## config.mk

```make
export PLATFORM = sky130hd
export DESIGN_NAME = decode_stage_pipe_flat
export DESIGN_NICKNAME = d
export VERILOG_FILES = /design/src/rtl/decode_stage_pipe_if.sv /design/src/rtl/decode_stage_pipe.sv /design/src/flat_wrapper.sv
export SDC_FILE = /design/constraint.sdc
export NUM_CORES = 1
export LEC_CHECK = 0
export BUFFER_PORTS_ARGS = -buffer_cell sky130_fd_sc_hd__buf_2
export CORE_ASPECT_RATIO = 0.7
export CORE_MARGIN = 2
export CORE_UTILIZATION = 50
export CTS_BUF_LIST = sky130_fd_sc_hd__clkbuf_8
export CTS_CLUSTER_DIAMETER = 60
export DETAILED_ROUTE_END_ITERATION = 16
export PLACE_DENSITY = 0.82
export SLEW_MARGIN = 10
export SYNTH_ARGS = -nofsm -noshare
export SYNTH_HDL_FRONTEND = slang
export SYNTH_SLANG_ARGS = --single-unit
```

## constraint.sdc

```tcl
create_clock -name clk_i -period 7.75 [get_ports clk_i]
set_input_delay 0.775 -clock clk_i [delete_from_list [all_inputs] [get_ports clk_i]]
set_output_delay 0.775 -clock clk_i [all_outputs]
set_load 0.01 [all_outputs]
```

## src/rtl/decode_stage_pipe_if.sv

```systemverilog
// Fetch-side and consumer-side handshake bundle for the decode stage.
// The master modport is the environment (fetch + consumer); slave is the stage.
`timescale 1ns/1ps
interface decode_stage_pipe_if #(
   parameter int XLEN = 32
);
   logic            flush_i;
   logic            instr_valid_i;
   logic            instr_ready_o;
   logic [31:0]     instr_i;
   logic [XLEN-1:0] pc_i;
   logic            dec_valid_o;
   logic            dec_ready_i;
   logic [XLEN-1:0] pc_o;
   logic [6:0]      opcode_o;
   logic [2:0]      func3_o;
   logic [6:0]      func7_o;
   logic [4:0]      rs1_o;
   logic [4:0]      rs2_o;
   logic [4:0]      rd_o;
   logic [XLEN-1:0] immed_o;
   logic [5:0]      type_o;
   logic            illegal_o;
   logic            rd_we_o;
   logic            rs1_used_o;
   logic            rs2_used_o;

   modport slave (
      input  flush_i, instr_valid_i, instr_i, pc_i, dec_ready_i,
      output instr_ready_o, dec_valid_o, pc_o, opcode_o, func3_o, func7_o,
             rs1_o, rs2_o, rd_o, immed_o, type_o, illegal_o, rd_we_o,
             rs1_used_o, rs2_used_o
   );

   modport master (
      output flush_i, instr_valid_i, instr_i, pc_i, dec_ready_i,
      input  instr_ready_o, dec_valid_o, pc_o, opcode_o, func3_o, func7_o,
             rs1_o, rs2_o, rd_o, immed_o, type_o, illegal_o, rd_we_o,
             rs1_used_o, rs2_used_o
   );
endinterface

```

## src/rtl/decode_stage_pipe.sv

```systemverilog
// Pipelined RV32I/RV64I decode stage. Instruction type comes from the opcode,
// immediates are sign-extended to XLEN and illegal encodings are flagged.
// An output register plus an optional skid register give a 2-entry elastic
// buffer; with the skid enabled instr_ready_o comes straight from a flop.
`timescale 1ns/1ps
module decode_stage_pipe #(
   parameter int XLEN    = 32,
   parameter bit SKID_EN = 1'b1
) (
   input logic                clk_i,
   input logic                rst_i,
   decode_stage_pipe_if.slave bus
);

   typedef struct packed {
      logic [XLEN-1:0] pc;
      logic [6:0]      opcode;
      logic [2:0]      func3;
      logic [6:0]      func7;
      logic [4:0]      rs1;
      logic [4:0]      rs2;
      logic [4:0]      rd;
      logic [XLEN-1:0] immed;
      logic [5:0]      typ;
      logic            illegal;
      logic            rd_we;
      logic            rs1_used;
      logic            rs2_used;
   } entry_t;

   entry_t      dec_new;
   logic [31:0] ins;
   logic        is_i, is_r, is_s, is_sb, is_u, is_uj;
   logic        ill;
   logic [31:0] imm32;

   entry_t out_d, out_q;
   entry_t skid_d, skid_q;
   logic   out_valid_d, out_valid_q;
   logic   skid_valid_d, skid_valid_q;
   logic   instr_ready_d, instr_ready_q;
   logic   instr_ready;
   logic   accept;

   assign ins = bus.instr_i;

   // Classify the incoming word, check legality and build its decoded entry.
   always_comb begin
      is_i  = 1'b0;
      is_r  = 1'b0;
      is_s  = 1'b0;
      is_sb = 1'b0;
      is_u  = 1'b0;
      is_uj = 1'b0;
      case (ins[6:0])
         7'b0000011, 7'b0010011, 7'b1100111, 7'b1110011: is_i  = 1'b1;
         7'b0110011:                                     is_r  = 1'b1;
         7'b0100011:                                     is_s  = 1'b1;
         7'b1100011:                                     is_sb = 1'b1;
         7'b0110111, 7'b0010111:                         is_u  = 1'b1;
         7'b1101111:                                     is_uj = 1'b1;
         default: ;
      endcase

      ill = (ins[1:0] != 2'b11)
         || !(is_i || is_r || is_s || is_sb || is_u || is_uj)
         || ((ins[6:0] == 7'b1100111) && (ins[14:12] != 3'b000))
         || (is_r && !((ins[31:25] == 7'b0000000) || (ins[31:25] == 7'b0100000)
                       || (ins[31:25] == 7'b0000001)))
         || (is_sb && (ins[14:13] == 2'b01));

      // Every immediate fits in 32 bits signed; widening to XLEN is one sign-extension.
      imm32 = 32'd0;
      if (ill)        imm32 = 32'd0;
      else if (is_i)  imm32 = {{20{ins[31]}}, ins[31:20]};
      else if (is_s)  imm32 = {{20{ins[31]}}, ins[31:25], ins[11:7]};
      else if (is_sb) imm32 = {{19{ins[31]}}, ins[31], ins[7], ins[30:25], ins[11:8], 1'b0};
      else if (is_u)  imm32 = {ins[31:12], 12'd0};
      else if (is_uj) imm32 = {{11{ins[31]}}, ins[31], ins[19:12], ins[20], ins[30:21], 1'b0};

      dec_new.pc       = bus.pc_i;
      dec_new.opcode   = ins[6:0];
      dec_new.func3    = ins[14:12];
      dec_new.func7    = ins[31:25];
      dec_new.rs1      = ins[19:15];
      dec_new.rs2      = ins[24:20];
      dec_new.rd       = ins[11:7];
      dec_new.immed    = XLEN'($signed(imm32));
      dec_new.typ      = ill ? 6'd0 : {is_uj, is_u, is_sb, is_s, is_r, is_i};
      dec_new.illegal  = ill;
      dec_new.rd_we    = !ill && (is_i || is_r || is_u || is_uj) && (ins[11:7] != 5'd0);
      dec_new.rs1_used = !ill && (is_i || is_r || is_s || is_sb);
      dec_new.rs2_used = !ill && (is_r || is_s || is_sb);
   end

   // Without the skid register the stage can only accept when the output slot frees.
   assign instr_ready = SKID_EN ? instr_ready_q : (!out_valid_q || bus.dec_ready_i);
   assign accept      = bus.instr_valid_i && instr_ready;

   // Elastic buffer control: flush beats everything, the skid entry drains first.
   always_comb begin
      out_d        = out_q;
      skid_d       = skid_q;
      out_valid_d  = out_valid_q;
      skid_valid_d = skid_valid_q;
      if (bus.flush_i) begin
         out_valid_d  = 1'b0;
         skid_valid_d = 1'b0;
      end else if (!out_valid_q || bus.dec_ready_i) begin
         if (skid_valid_q) begin
            out_d        = skid_q;
            out_valid_d  = 1'b1;
            skid_valid_d = 1'b0;
         end else if (accept) begin
            out_d       = dec_new;
            out_valid_d = 1'b1;
         end else begin
            out_valid_d = 1'b0;
         end
      end else if (accept && SKID_EN) begin
         skid_d       = dec_new;
         skid_valid_d = 1'b1;
      end
      instr_ready_d = !skid_valid_d;
   end

   // State registers; reset empties both entries and opens the input.
   always_ff @(posedge clk_i or posedge rst_i) begin
      if (rst_i) begin
         out_q         <= '0;
         skid_q        <= '0;
         out_valid_q   <= 1'b0;
         skid_valid_q  <= 1'b0;
         instr_ready_q <= 1'b1;
      end else begin
         out_q         <= out_d;
         skid_q        <= skid_d;
         out_valid_q   <= out_valid_d;
         skid_valid_q  <= skid_valid_d;
         instr_ready_q <= instr_ready_d;
      end
   end

   assign bus.instr_ready_o = instr_ready;
   assign bus.dec_valid_o   = out_valid_q;
   assign bus.pc_o          = out_q.pc;
   assign bus.opcode_o      = out_q.opcode;
   assign bus.func3_o       = out_q.func3;
   assign bus.func7_o       = out_q.func7;
   assign bus.rs1_o         = out_q.rs1;
   assign bus.rs2_o         = out_q.rs2;
   assign bus.rd_o          = out_q.rd;
   assign bus.immed_o       = out_q.immed;
   assign bus.type_o        = out_q.typ;
   assign bus.illegal_o     = out_q.illegal;
   assign bus.rd_we_o       = out_q.rd_we;
   assign bus.rs1_used_o    = out_q.rs1_used;
   assign bus.rs2_used_o    = out_q.rs2_used;

endmodule

```

## src/flat_wrapper.sv

```systemverilog
// flat-port wrapper written by rule: the top's interface ports become plain ports
module decode_stage_pipe_flat 
#(
   parameter int XLEN    = 32,
   parameter bit SKID_EN = 1'b1
)
  (clk_i, rst_i, bus_flush_i, bus_instr_valid_i, bus_instr_i, bus_pc_i, bus_dec_ready_i, bus_instr_ready_o, bus_dec_valid_o, bus_pc_o, bus_opcode_o, bus_func3_o, bus_func7_o, bus_rs1_o, bus_rs2_o, bus_rd_o, bus_immed_o, bus_type_o, bus_illegal_o, bus_rd_we_o, bus_rs1_used_o, bus_rs2_used_o);
  decode_stage_pipe_if #(.XLEN(XLEN)) bus_i ();
  input logic clk_i;
  input logic rst_i;
  input wire logic [$bits(bus_i.flush_i)-1:0] bus_flush_i;
  input wire logic [$bits(bus_i.instr_valid_i)-1:0] bus_instr_valid_i;
  input wire logic [$bits(bus_i.instr_i)-1:0] bus_instr_i;
  input wire logic [$bits(bus_i.pc_i)-1:0] bus_pc_i;
  input wire logic [$bits(bus_i.dec_ready_i)-1:0] bus_dec_ready_i;
  output wire logic [$bits(bus_i.instr_ready_o)-1:0] bus_instr_ready_o;
  output wire logic [$bits(bus_i.dec_valid_o)-1:0] bus_dec_valid_o;
  output wire logic [$bits(bus_i.pc_o)-1:0] bus_pc_o;
  output wire logic [$bits(bus_i.opcode_o)-1:0] bus_opcode_o;
  output wire logic [$bits(bus_i.func3_o)-1:0] bus_func3_o;
  output wire logic [$bits(bus_i.func7_o)-1:0] bus_func7_o;
  output wire logic [$bits(bus_i.rs1_o)-1:0] bus_rs1_o;
  output wire logic [$bits(bus_i.rs2_o)-1:0] bus_rs2_o;
  output wire logic [$bits(bus_i.rd_o)-1:0] bus_rd_o;
  output wire logic [$bits(bus_i.immed_o)-1:0] bus_immed_o;
  output wire logic [$bits(bus_i.type_o)-1:0] bus_type_o;
  output wire logic [$bits(bus_i.illegal_o)-1:0] bus_illegal_o;
  output wire logic [$bits(bus_i.rd_we_o)-1:0] bus_rd_we_o;
  output wire logic [$bits(bus_i.rs1_used_o)-1:0] bus_rs1_used_o;
  output wire logic [$bits(bus_i.rs2_used_o)-1:0] bus_rs2_used_o;
  assign bus_i.flush_i = bus_flush_i;
  assign bus_i.instr_valid_i = bus_instr_valid_i;
  assign bus_i.instr_i = bus_instr_i;
  assign bus_i.pc_i = bus_pc_i;
  assign bus_i.dec_ready_i = bus_dec_ready_i;
  assign bus_instr_ready_o = bus_i.instr_ready_o;
  assign bus_dec_valid_o = bus_i.dec_valid_o;
  assign bus_pc_o = bus_i.pc_o;
  assign bus_opcode_o = bus_i.opcode_o;
  assign bus_func3_o = bus_i.func3_o;
  assign bus_func7_o = bus_i.func7_o;
  assign bus_rs1_o = bus_i.rs1_o;
  assign bus_rs2_o = bus_i.rs2_o;
  assign bus_rd_o = bus_i.rd_o;
  assign bus_immed_o = bus_i.immed_o;
  assign bus_type_o = bus_i.type_o;
  assign bus_illegal_o = bus_i.illegal_o;
  assign bus_rd_we_o = bus_i.rd_we_o;
  assign bus_rs1_used_o = bus_i.rs1_used_o;
  assign bus_rs2_used_o = bus_i.rs2_used_o;
  decode_stage_pipe #(.XLEN(XLEN), .SKID_EN(SKID_EN)) u_core (.clk_i(clk_i), .rst_i(rst_i), .bus(bus_i));
endmodule
```

---- Word-level counts from Yosys, hierarchy flattened ----
Cells that the tools add are included.
storage, ports and cells
  register bits after elaboration ......... 215
  bits in latches ......................... 0
  bits in writable memories ............... 0
  ROM bits ................................ 0
  input bits .............................. 69
  output and inout port bits .............. 108
  word-level logic and storage cells ...... 105
  memories kept ........................... 0
cells by class
  $add $sub $neg .......................... 0
  $mul .................................... 0
  divide/modulo/power cells ............... 0
  magnitude comparators ................... 0
  eq/ne operators ......................... 14
  shifts and indexed selects .............. 0
  muxes and demuxes ....................... 22
  bitwise logic cells ..................... 2
  reduce and logical (&&, ||, !) cells .... 38
operators by type and width
  operator                                              number
  two-way mux 106 bit                                   2
  two-way mux 32 bit                                    6
  equality test 7 x 6 -> 1 bit (second input constant)  4
  equality test 7 bit (second input constant)           4
  logical OR 1 bit                                      16
  equality test 7 x 5 -> 1 bit (second input constant)  2
  two-way mux 1 bit                                     13
  logical AND 1 bit                                     8
  equality test 7 x 1 -> 1 bit (second input constant)  1
  equality test 7 x 2 -> 1 bit (second input constant)  1
  zero test 7 bit                                       1
  two-way mux 6 bit                                     1
  AND reduction 3 bit                                   2
  zero test 1 bit                                       5
  nonzero test 5 bit                                    1
  nonzero test 2 bit                                    2
  OR reduction 4 bit                                    1
  nonzero test 3 bit                                    1
  equality test 2 x 1 -> 1 bit (second input constant)  1
  != test 2 bit (second input constant)                 1
  NOT 1 bit                                             2
  OR reduction 2 bit                                    1

---- Logic depth before layout (Yosys ltp) ----
Gate-level depths: netlist (run 1).
  word-level depth ........................ 18
  depth in mapped cells ................... 9
  mapped depth without buffers ............ 6

---- Least setup slack after synthesis (run 1) ----
Ideal clock, no wire load.
  path kind ............................... input-to-reg
  from .................................... in bus_instr_i[1]
  to ...................................... reg u_core.out_q, in the netlist u_core.bus.immed_o[0]
  setup time .............................. 0.126 ns
  data arrival time ....................... 2.082 ns
  data required time ...................... 7.624 ns
  path slack .............................. 5.542 ns
  stages on the path ...................... 7
  path buffers ............................ 2
  path through ............................ clkbuf_1 > nand3_1 > nor2_1 > a221o_1 > buf_4 > nor2_1 > a221o_1
on the way
  word-level cells in the longest chain between the ends .. 16
  elaborated cells on any way between the ends .. 39
  classes of those cells .................. eq/ne (11); mux (13); reduce/logical (15)
ends and longest elaborated chain
  what                                                        RTL line                  text
  start, declared                                             flat_wrapper.sv:13        input wire logic [$bits(bus_i.instr_i)-1:0] bus_instr_i;
  equality test 7 x 2 -> 1 bit, or another cell as far along  decode_stage_pipe.sv:55   case (ins[6:0])
  OR reduction 4 bit                                          decode_stage_pipe.sv:55
  two-way mux 1 bit                                           decode_stage_pipe.sv:55
  logical OR 1 bit (5 in a row)                               decode_stage_pipe.sv:66   || !(is_i || is_r || is_s || is_sb || is_u || is_uj)
  zero test 1 bit                                             decode_stage_pipe.sv:66
  logical OR 1 bit                                            decode_stage_pipe.sv:66
  logical OR 1 bit                                            decode_stage_pipe.sv:67   || ((ins[6:0] == 7'b1100111) && (ins[14:12] != 3'b000))
  logical OR 1 bit                                            decode_stage_pipe.sv:68   || (is_r && !((ins[31:25] == 7'b0000000) || (ins[31:25] == 7'b0100000)
  logical OR 1 bit                                            decode_stage_pipe.sv:70   || (is_sb && (ins[14:13] == 2'b01));
  two-way mux 32 bit *                                        decode_stage_pipe.sv:74   if (ill) imm32 = 32'd0;
  two-way mux 106 bit *                                       decode_stage_pipe.sv:114  end else if (accept) begin
  two-way mux 106 bit *                                       decode_stage_pipe.sv:110  if (skid_valid_q) begin
  end signal, assigned                                        decode_stage_pipe.sv:136  out_q <= out_d;
  end, declared                                               decode_stage_pipe.sv:37   entry_t out_d, out_q;
Mark *: on every way between the ends. The rest lies on a longest branch, timed or not. The select of a mux whose other input is x is not followed.
A chain may end at the register's enable or synchronous reset.

---- Final worst setup path (run 1) ----
  from .................................... reg u_core.skid_valid_q
  to ...................................... reg u_core.out_q, in the netlist u_core.bus.immed_o[28]
on the way
  word-level cells in the longest chain between the ends .. 2
  elaborated cells on any way between the ends .. 3
  classes of those cells .................. mux (1); reduce/logical (2)
ends and longest elaborated chain
  what                           RTL line                  text
  start, declared                decode_stage_pipe.sv:40   logic skid_valid_d, skid_valid_q;
  start signal, assigned         decode_stage_pipe.sv:139  skid_valid_q <= skid_valid_d;
  nonzero test 2 bit (no line)   n/a
  AND reduction 3 bit (no line)  n/a
Parallel ways exist; a longest one is shown, timed or not.

==> metrics.md, run 1 <==
| Metric | Value |
|---|---|
| Fmax | 299 MHz |
| CTS tree | done |
| H-tree levels | 2 |
| Slowest-stage cell, CP | dfrtp_4 |
| Antenna cells | 0 |
| Post-layout total power | 2.77 mW |
| Startpoint Class | register |
| Sequential fraction of design power | 0.491 |
| Final nets | 1,228 |
| Final Slew Violations | 0 |
| Worst-path maximum fanout | 62 |
| Worst endpoint required time | 8100 ps |
| Rows | 42 |
| R2r setup slk | 4400 ps |
| First-pass GRT wire length | 40.2 mm |
| Arrival @ worst endpoint | 3690 ps |
| Switching Fraction | 0.280 |
| Drt total wl | 25.0 mm |
| Hold buffer count at CTS | 0 |
| Die Y | 120 um |
| Main synth FF type | dfrtp_1 |
| Max-cap violations | 0 |
| Die W | 169 um |
| TritonCTS Buffers | 35 |
| Setup WS post-layout | 4400 ps |
| Leak | 5.56 nW |
| Pwr per Cell Area | 247 nW/um^2 |
| Ys Warns | 0 |
| Area post-placement | 10,500 sq um |
| Drt drc | 0 |
| Clock power share | 0.368 |
| Vias | 7,968 |
| Worst skew pair latency | 510 ps |
| CTS clk-pin slew, worst paths | 60 ps |
| Routed Antenna Nets | 0 |
| Core ar. | 18,800 sq um |
| Tightest Pin Transition | 1050 ps |
| Seq cells post-synth | 215 |
| I/O pins | 177 |
| Post-CTS Setup Inserts | 0 |
| Final GP Congestion | 0.878 |
| Pre-CTS WS | 4430 ps |
| P_int | 2.00 mW |
| Worst-case clock buffer depth | 3 |
| Crit. End Element | register |
| Drt pass-1 iters | 8 |
| Vias in the first global route | 7,547 |
| Power share of the combinational group | 0.141 |
| Status | completed |
| Clk_skew | 24.0 ps |
| Syn Area/Cell | 9.42 sq um |
| Final Hold Viols | 0 |
| Layout cells sized above 1 | 0.214 |
| Fillers | 1,626 |
| Starting Density | 0.507 |
| Post-Syn Nets | 1,081 |
| Worst path cell trace | a21oi_1, nor2_1, nand2_4, buf_4, nor2_1, and2_1, nor3_1 |
| Final core occ | 0.596 |
| Worst path max stage delay | 940 ps |
| Die ar. | 20,200 sq um |
| Most used cell along the critical path | nor2_1 |
| Design area | 11,200 sq um |
| Port-buffer cells | 176 |
| Worst rel slew slack | 0.301 |
| Placed wire-length estimate | 16.1 mm |
| Syn Inst Count | 1,012 |
| Avg Vias per Cell | 5.59 |
| Netlist cell types | 45 |
| Crit share post-route | 0.432 |
| Grt total ovfl | 0 |
| Switch Pwr | 777 uW |
| Peak VDD IR | 168 uV |
| Post-synth EDFFs | 0 |
| Fin Setup TNS | 0 ps |
| Area Growth Syn to Fin | 17.6% |
| Initial drt markers | 791 |
| Post-Syn Area | 9530 sq um |
| Sequential element share of the synthesized area | 0.565 |
| Routed WL per cell | 17.5 um |
| RSZ-0062 raised after global routing | false |
| Initial antenna violation count | 0 |
| Final Setup Violations | 0 |
| Root Buffer | clkbuf_8 |
| Fraction of registers with async set/reset | 1.00 |
| CP Class | reg2reg |
| Post-CTS sizing | 0 |
| Pin count of the biggest net entering global routing | 134 |
| Overall Global Routing Usage | 0.249 |
| Crit path time final | 3350 ps |
| Total clock sinks | 215 |
| Worst hold path class | reg2reg |
[per-stage QoR]
stage                     hold WS (ps)  std cells
after floorplan                    441       1012
after global placement             451       1364
after detailed placement           459       1364
after CTS                          461       1426
after global routing               469       1426
final                              471       1426
[critical path, delay by kind of cell (launching register included)]
kind,cells,cell delay (ps)
AO/OA/AOI/OAI,1,210
buffers and inverters,1,440
flip-flops,1,940
AND/OR/NAND/NOR,5,1550
[power groups by stage]
stage               combinational (mW)  clock, mW  sequential [mW]
floorplan                        0.200          0             1.40
global placement                 0.379          0             1.37
detailed placement               0.393          0             1.38
CTS                              0.394       1.04             1.36
global route                     0.442       1.10             1.38
finish                           0.391       1.02             1.36
[Yosys cell counts (all sizes together) (2+ instances only)]
cell type | count | area share
nor2 | 18 | 0.0074
inv | 7 | 0.0028
and2b | 2 | 0.0016
o31ai | 37 | 0.029
nand3b | 4 | 0.0032
nand3 | 3 | 0.0016
a221o | 2 | 0.0021
o41ai | 2 | 0.0018
nand2 | 325 | 0.13
buf | 17 | 0.014
a21o | 5 | 0.0039
clkbuf | 59 | 0.023
nor3 | 15 | 0.012
or3 | 15 | 0.0098
and3 | 20 | 0.013
a22oi | 5 | 0.0039
dfrtp | 214 | 0.56
nand2b | 4 | 0.0026
and2 | 2 | 0.0013
a31oi | 3 | 0.0020
o21ai | 103 | 0.054
or4 | 2 | 0.0016
a21oi | 67 | 0.035
mux2i | 66 | 0.069
[registers in the layout, summed over array words and instances, names as in the netlist, 3 cells and up]
name,cells
u_core.bus.func3_o,3
u_core.bus.opcode_o,7
u_core.bus.rs2_o,5
u_core.skid_q,106
u_core.bus.immed_o,32
u_core.bus.type_o,6
u_core.bus.rd_o,5
u_core.bus.rs1_o,5
u_core.bus.pc_o,32
u_core.bus.func7_o,7
[layer usage]
| layer | global-route usage | wire, um |
|---|---|---|
| met3 | 0.0726 | 2620 |
| met4 | 0.0518 | 358 |
| met5 | 0 | 0 |
| met2 | 0.353 | 10500 |
| met1 | 0.380 | 11500 |
[layout by cell type, fill, tap and decap left out, drive strengths merged, types with 2 or more instances in the layout]
cell type,count
nand2b,4
mux2i,66
a21o,5
a31oi,3
nand3b,4
a22oi,5
clkinv,3
and3,20
or3,15
and2b,2
or4,2
nand3,3
nand2,325
dfrtp,214
o41ai,2
nor3,15
a21oi,67
nor2,18
o21ai,103
clkbuf,47
o31ai,37
buf,186
and2,2
inv,18
a221o,2
[kinds of logic (layout without fill, tap and decap cells)]
family,after synthesis,in the layout,share of synthesized area
flip-flops,215,215,0.565
multiplexers,67,67,0.0705
XOR/XNOR,1,1,0.000919
AO/OA/AOI/OAI,233,233,0.140
AND/OR/NAND/NOR,413,413,0.184
buffers and inverters,83,255,0.0396
[final cells by class]
class / instances / area (sq um) / share of cell area
clock buffers: 47 / 647 / 0.0577
repair buffers: 186 / 956 / 0.0853
well taps: 242 / 303 / 0.0270
clock inverters: 15 / 86.3 / 0.00770
multi-input cells: 714 / 3800 / 0.339
flip-flops and latches: 215 / 5390 / 0.481
inverters: 7 / 33.8 / 0.00301
[final timing paths]
kind | to | cells after the start | start
worst max-delay path | u_core.bus.immed_o[28] | 7 | u_core.skid_valid_q
worst min-delay path | u_core.skid_q[15] | 2 | u_core.skid_q[15]
worst max register to register | u_core.bus.immed_o[28] | 7 | u_core.skid_valid_q
worst min register to register | u_core.skid_q[15] | 2 | u_core.skid_q[15]
max in group asynchronous | u_core.skid_q[72] | 3 | rst_i
min in group asynchronous | u_core.bus.pc_o[11] | 2 | rst_i
Note: power is estimated with default switching activity, not from simulation.
==> inputs of run 2 (changes only) <==
--- a/config.mk
+++ b/config.mk
@@ -5,6 +5,7 @@
 export SDC_FILE = /design/constraint.sdc
 export NUM_CORES = 1
 export LEC_CHECK = 0
+export ABC_AREA = 1
 export BUFFER_PORTS_ARGS = -buffer_cell sky130_fd_sc_hd__buf_2
 export CORE_ASPECT_RATIO = 0.7
 export CORE_MARGIN = 2
==> constraint.sdc (replaced) <==
create_clock -name clk_i -period 3.45 [get_ports clk_i]
set_input_delay 0.345 -clock clk_i [delete_from_list [all_inputs] [get_ports clk_i]]
set_output_delay 0.345 -clock clk_i [all_outputs]
set_load 0.01 [all_outputs]
==> metrics.md, run 2 <==
| Metric | Value |
|---|---|
| Status | completed |
| P_int | 4.19 mW |
| Antenna cells | 0 |
| Worst-path maximum fanout | 75 |
| Routed WL per cell | 14.6 um |
| Rows | 42 |
| Drt pass-1 iters | 7 |
| Pin count of the biggest net entering global routing | 202 |
| First-pass GRT wire length | 38.9 mm |
| Tightest Pin Transition | 872 ps |
| Post-Syn Nets | 1,316 |
| Synth top area share | 0.547 |
| Routed Antenna Nets | 0 |
| Ys Warns | 0 |
| Arrival @ worst endpoint | 2910 ps |
| Max-cap violations | 0 |
| Most frequent cell after synthesis | nand2_1 |
| Total clock sinks | 215 |
| Post-synth EDFFs | 0 |
| Main synth FF type | dfrtp_1 |
| Area Growth Syn to Fin | 16.6% |
| Largest cells by area after synthesis | dfrtp_1, nand2_1, o21ai_0, nor2_1, inv_1 |
| Avg Vias per Cell | 5.11 |
| Post-CTS sizing | 0 |
| I/O pins | 177 |
| Clk_skew | 24.6 ps |
| Worst-case clock buffer depth | 3 |
| Pwr per Cell Area | 518 nW/um^2 |
| Clock power share | 0.326 |
| Post-layout total power | 5.91 mW |
| Vias in the first global route | 7,689 |
| Commonest non-fill, non-tap cell in the layout | nand2_1 |
| Hold_ws | 101 ps |
| RSZ-0062 raised after global routing | false |
| Layout cells sized above 1 | 0.191 |
| Top cells by count, synth | nand2_1, o21ai_0, dfrtp_1 |
| TritonCTS Buffers | 34 |
| Overall Global Routing Usage | 0.236 |
| Switch Pwr | 1.72 mW |
| Placed wire-length estimate | 16.3 mm |
| Peak VDD IR | 210 uV |
| Final nets | 1,464 |
| Post-Syn Area | 9790 sq um |
| Switching Fraction | 0.291 |
| Most frequent cells in the layout | nand2_1, o21ai_0, dfrtp_1, buf_2, nor2_1 |
| Worst skew pair latency | 510 ps |
| Fraction of registers with async set/reset | 1.00 |
| Worst endpoint required time | 3800 ps |
| Initial antenna violation count | 0 |
| Die Y | 121 um |
| Worst rel slew slack | 0.419 |
| Fillers | 1,754 |
| Final GP Congestion | 0.898 |
| H-tree levels | 2 |
| Worst hold path class | in2reg |
| Crit. End Element | register |
| Crit share post-route | 0.744 |
| Die W | 171 um |
| Crit path time final | 2570 ps |
| Port-buffer cells | 176 |
| Sequential element share of the synthesized area | 0.550 |
| Fin Setup TNS | 0 ps |
| CP Class | reg2reg |
| Vias | 8,568 |
| Leak | 6.59 nW |
| Starting Density | 0.514 |
| Syn Area/Cell | 7.85 sq um |
| Startpoint Class | register |
| Reg with most FFs | u_core.skid_q |
| Netlist cell types | 26 |
| Final Setup Violations | 0 |
| Leading area contributor after synthesis | dfrtp_1 |
| Fmax | 389 MHz |
| Die ar. | 20,700 sq um |
| Sequential fraction of design power | 0.521 |
| Max reg flops | 106 |
| Root Buffer | clkbuf_8 |
| CTS tree | done |
| CTS clk-pin slew, worst paths | 60 ps |
| Final Hold Viols | 0 |
| Grt total ovfl | 0 |
| Seq cells post-synth | 215 |
| Drt total wl | 24.6 mm |
| Core ar. | 19,000 sq um |
| Final Slew Violations | 0 |
| Power share of the combinational group | 0.153 |
| Initial drt markers | 960 |
| Syn Inst Count | 1,247 |
| Drt drc | 0 |
## run 2: layout make-up
class	instances	area [sq um]	share of cell area
flip-flops and latches	215	5380	0.471
multi-input cells	874	3770	0.330
repair buffers	185	1030	0.0899
clock buffers	36	495	0.0434
inverters	85	333	0.0292
well taps	264	330	0.0289
clock inverters	17	80.1	0.00702
## run 2: final timing paths
path / from / endpoint / slack, ps / cells past startpoint
min in group asynchronous: rst_i / u_core.skid_q[79] / 540 / 3
worst min register to register: u_core.bus.pc_o[5] / u_core.bus.pc_o[5] / 470 / 2
worst min-delay path: bus_pc_i[15] / u_core.skid_q[89] / 100 / 3
max in group asynchronous: rst_i / u_core.bus.instr_ready_o / 2010 / 4
worst max-delay path: u_core.skid_valid_q / u_core.bus.pc_o[26] / 880 / 8
worst max register to register: u_core.skid_valid_q / u_core.bus.pc_o[26] / 880 / 8
## run 2: power by group through the flow
stage                     registers [mW]  clock network [mW]  logic (mW)
after global routing                3.11                2.10        1.04
after detailed placement            3.12                   0       0.910
final                               3.08                1.93       0.903
after CTS                           3.07                1.97       0.915
after global placement              3.10                   0       0.885
after floorplan                     3.16                   0       0.466
## run 2: cells by family (layout without fill, tap and decap cells)
family | count (synthesis) | in the layout | synth area share
buffers and inverters | 158 | 323 | 0.0652
AND/OR/NAND/NOR | 606 | 606 | 0.247
AO/OA/AOI/OAI | 268 | 268 | 0.138
flip-flops | 215 | 215 | 0.550
## run 2: what timing repair did
item / CTS / global route
hold buffers: 1 / 0
endpoints found under the setup margin: 0 / 0
endpoints found under the hold margin: 5 / 0
setup buffers: 0 / 0
## run 2: per-layer routing
| metal | share of wire | track usage | up-vias |
|---|---|---|---|
| met5 | 0 | 0 | - |
| met4 | 0.027 | 0.0773 | 0 |
| met3 | 0.082 | 0.0496 | 59 |
| met2 | 0.41 | 0.335 | 333 |
| met1 | 0.48 | 0.360 | 3963 |
| li1 | - | - | 4213 |
## run 2: stage by stage
| step | cells | cell area, sq um | util | worst slack (ps) |
|---|---|---|---|---|
| 2_1_floorplan | 1247 | 9790 | - | 308 |
| 3_3_place_gp | 1622 | 10800 | 0.569 | 1000 |
| 3_5_place_dp | 1622 | 10800 | 0.569 | 959 |
| 4_1_cts | 1676 | 11400 | 0.600 | 933 |
| 5_1_grt | 1676 | 11400 | 0.600 | 715 |
| 6_report | 1676 | 11400 | 0.600 | 882 |
## run 2: critical path, cell delays in order (launching register included)
cell and delay [ps]:
dfrtp_1 620, inv_4 70, nand2_1 80, nand2_1 70, nor2_1 580, inv_6 380
buf_4 380, nand2_1 100, o21ai_0 100
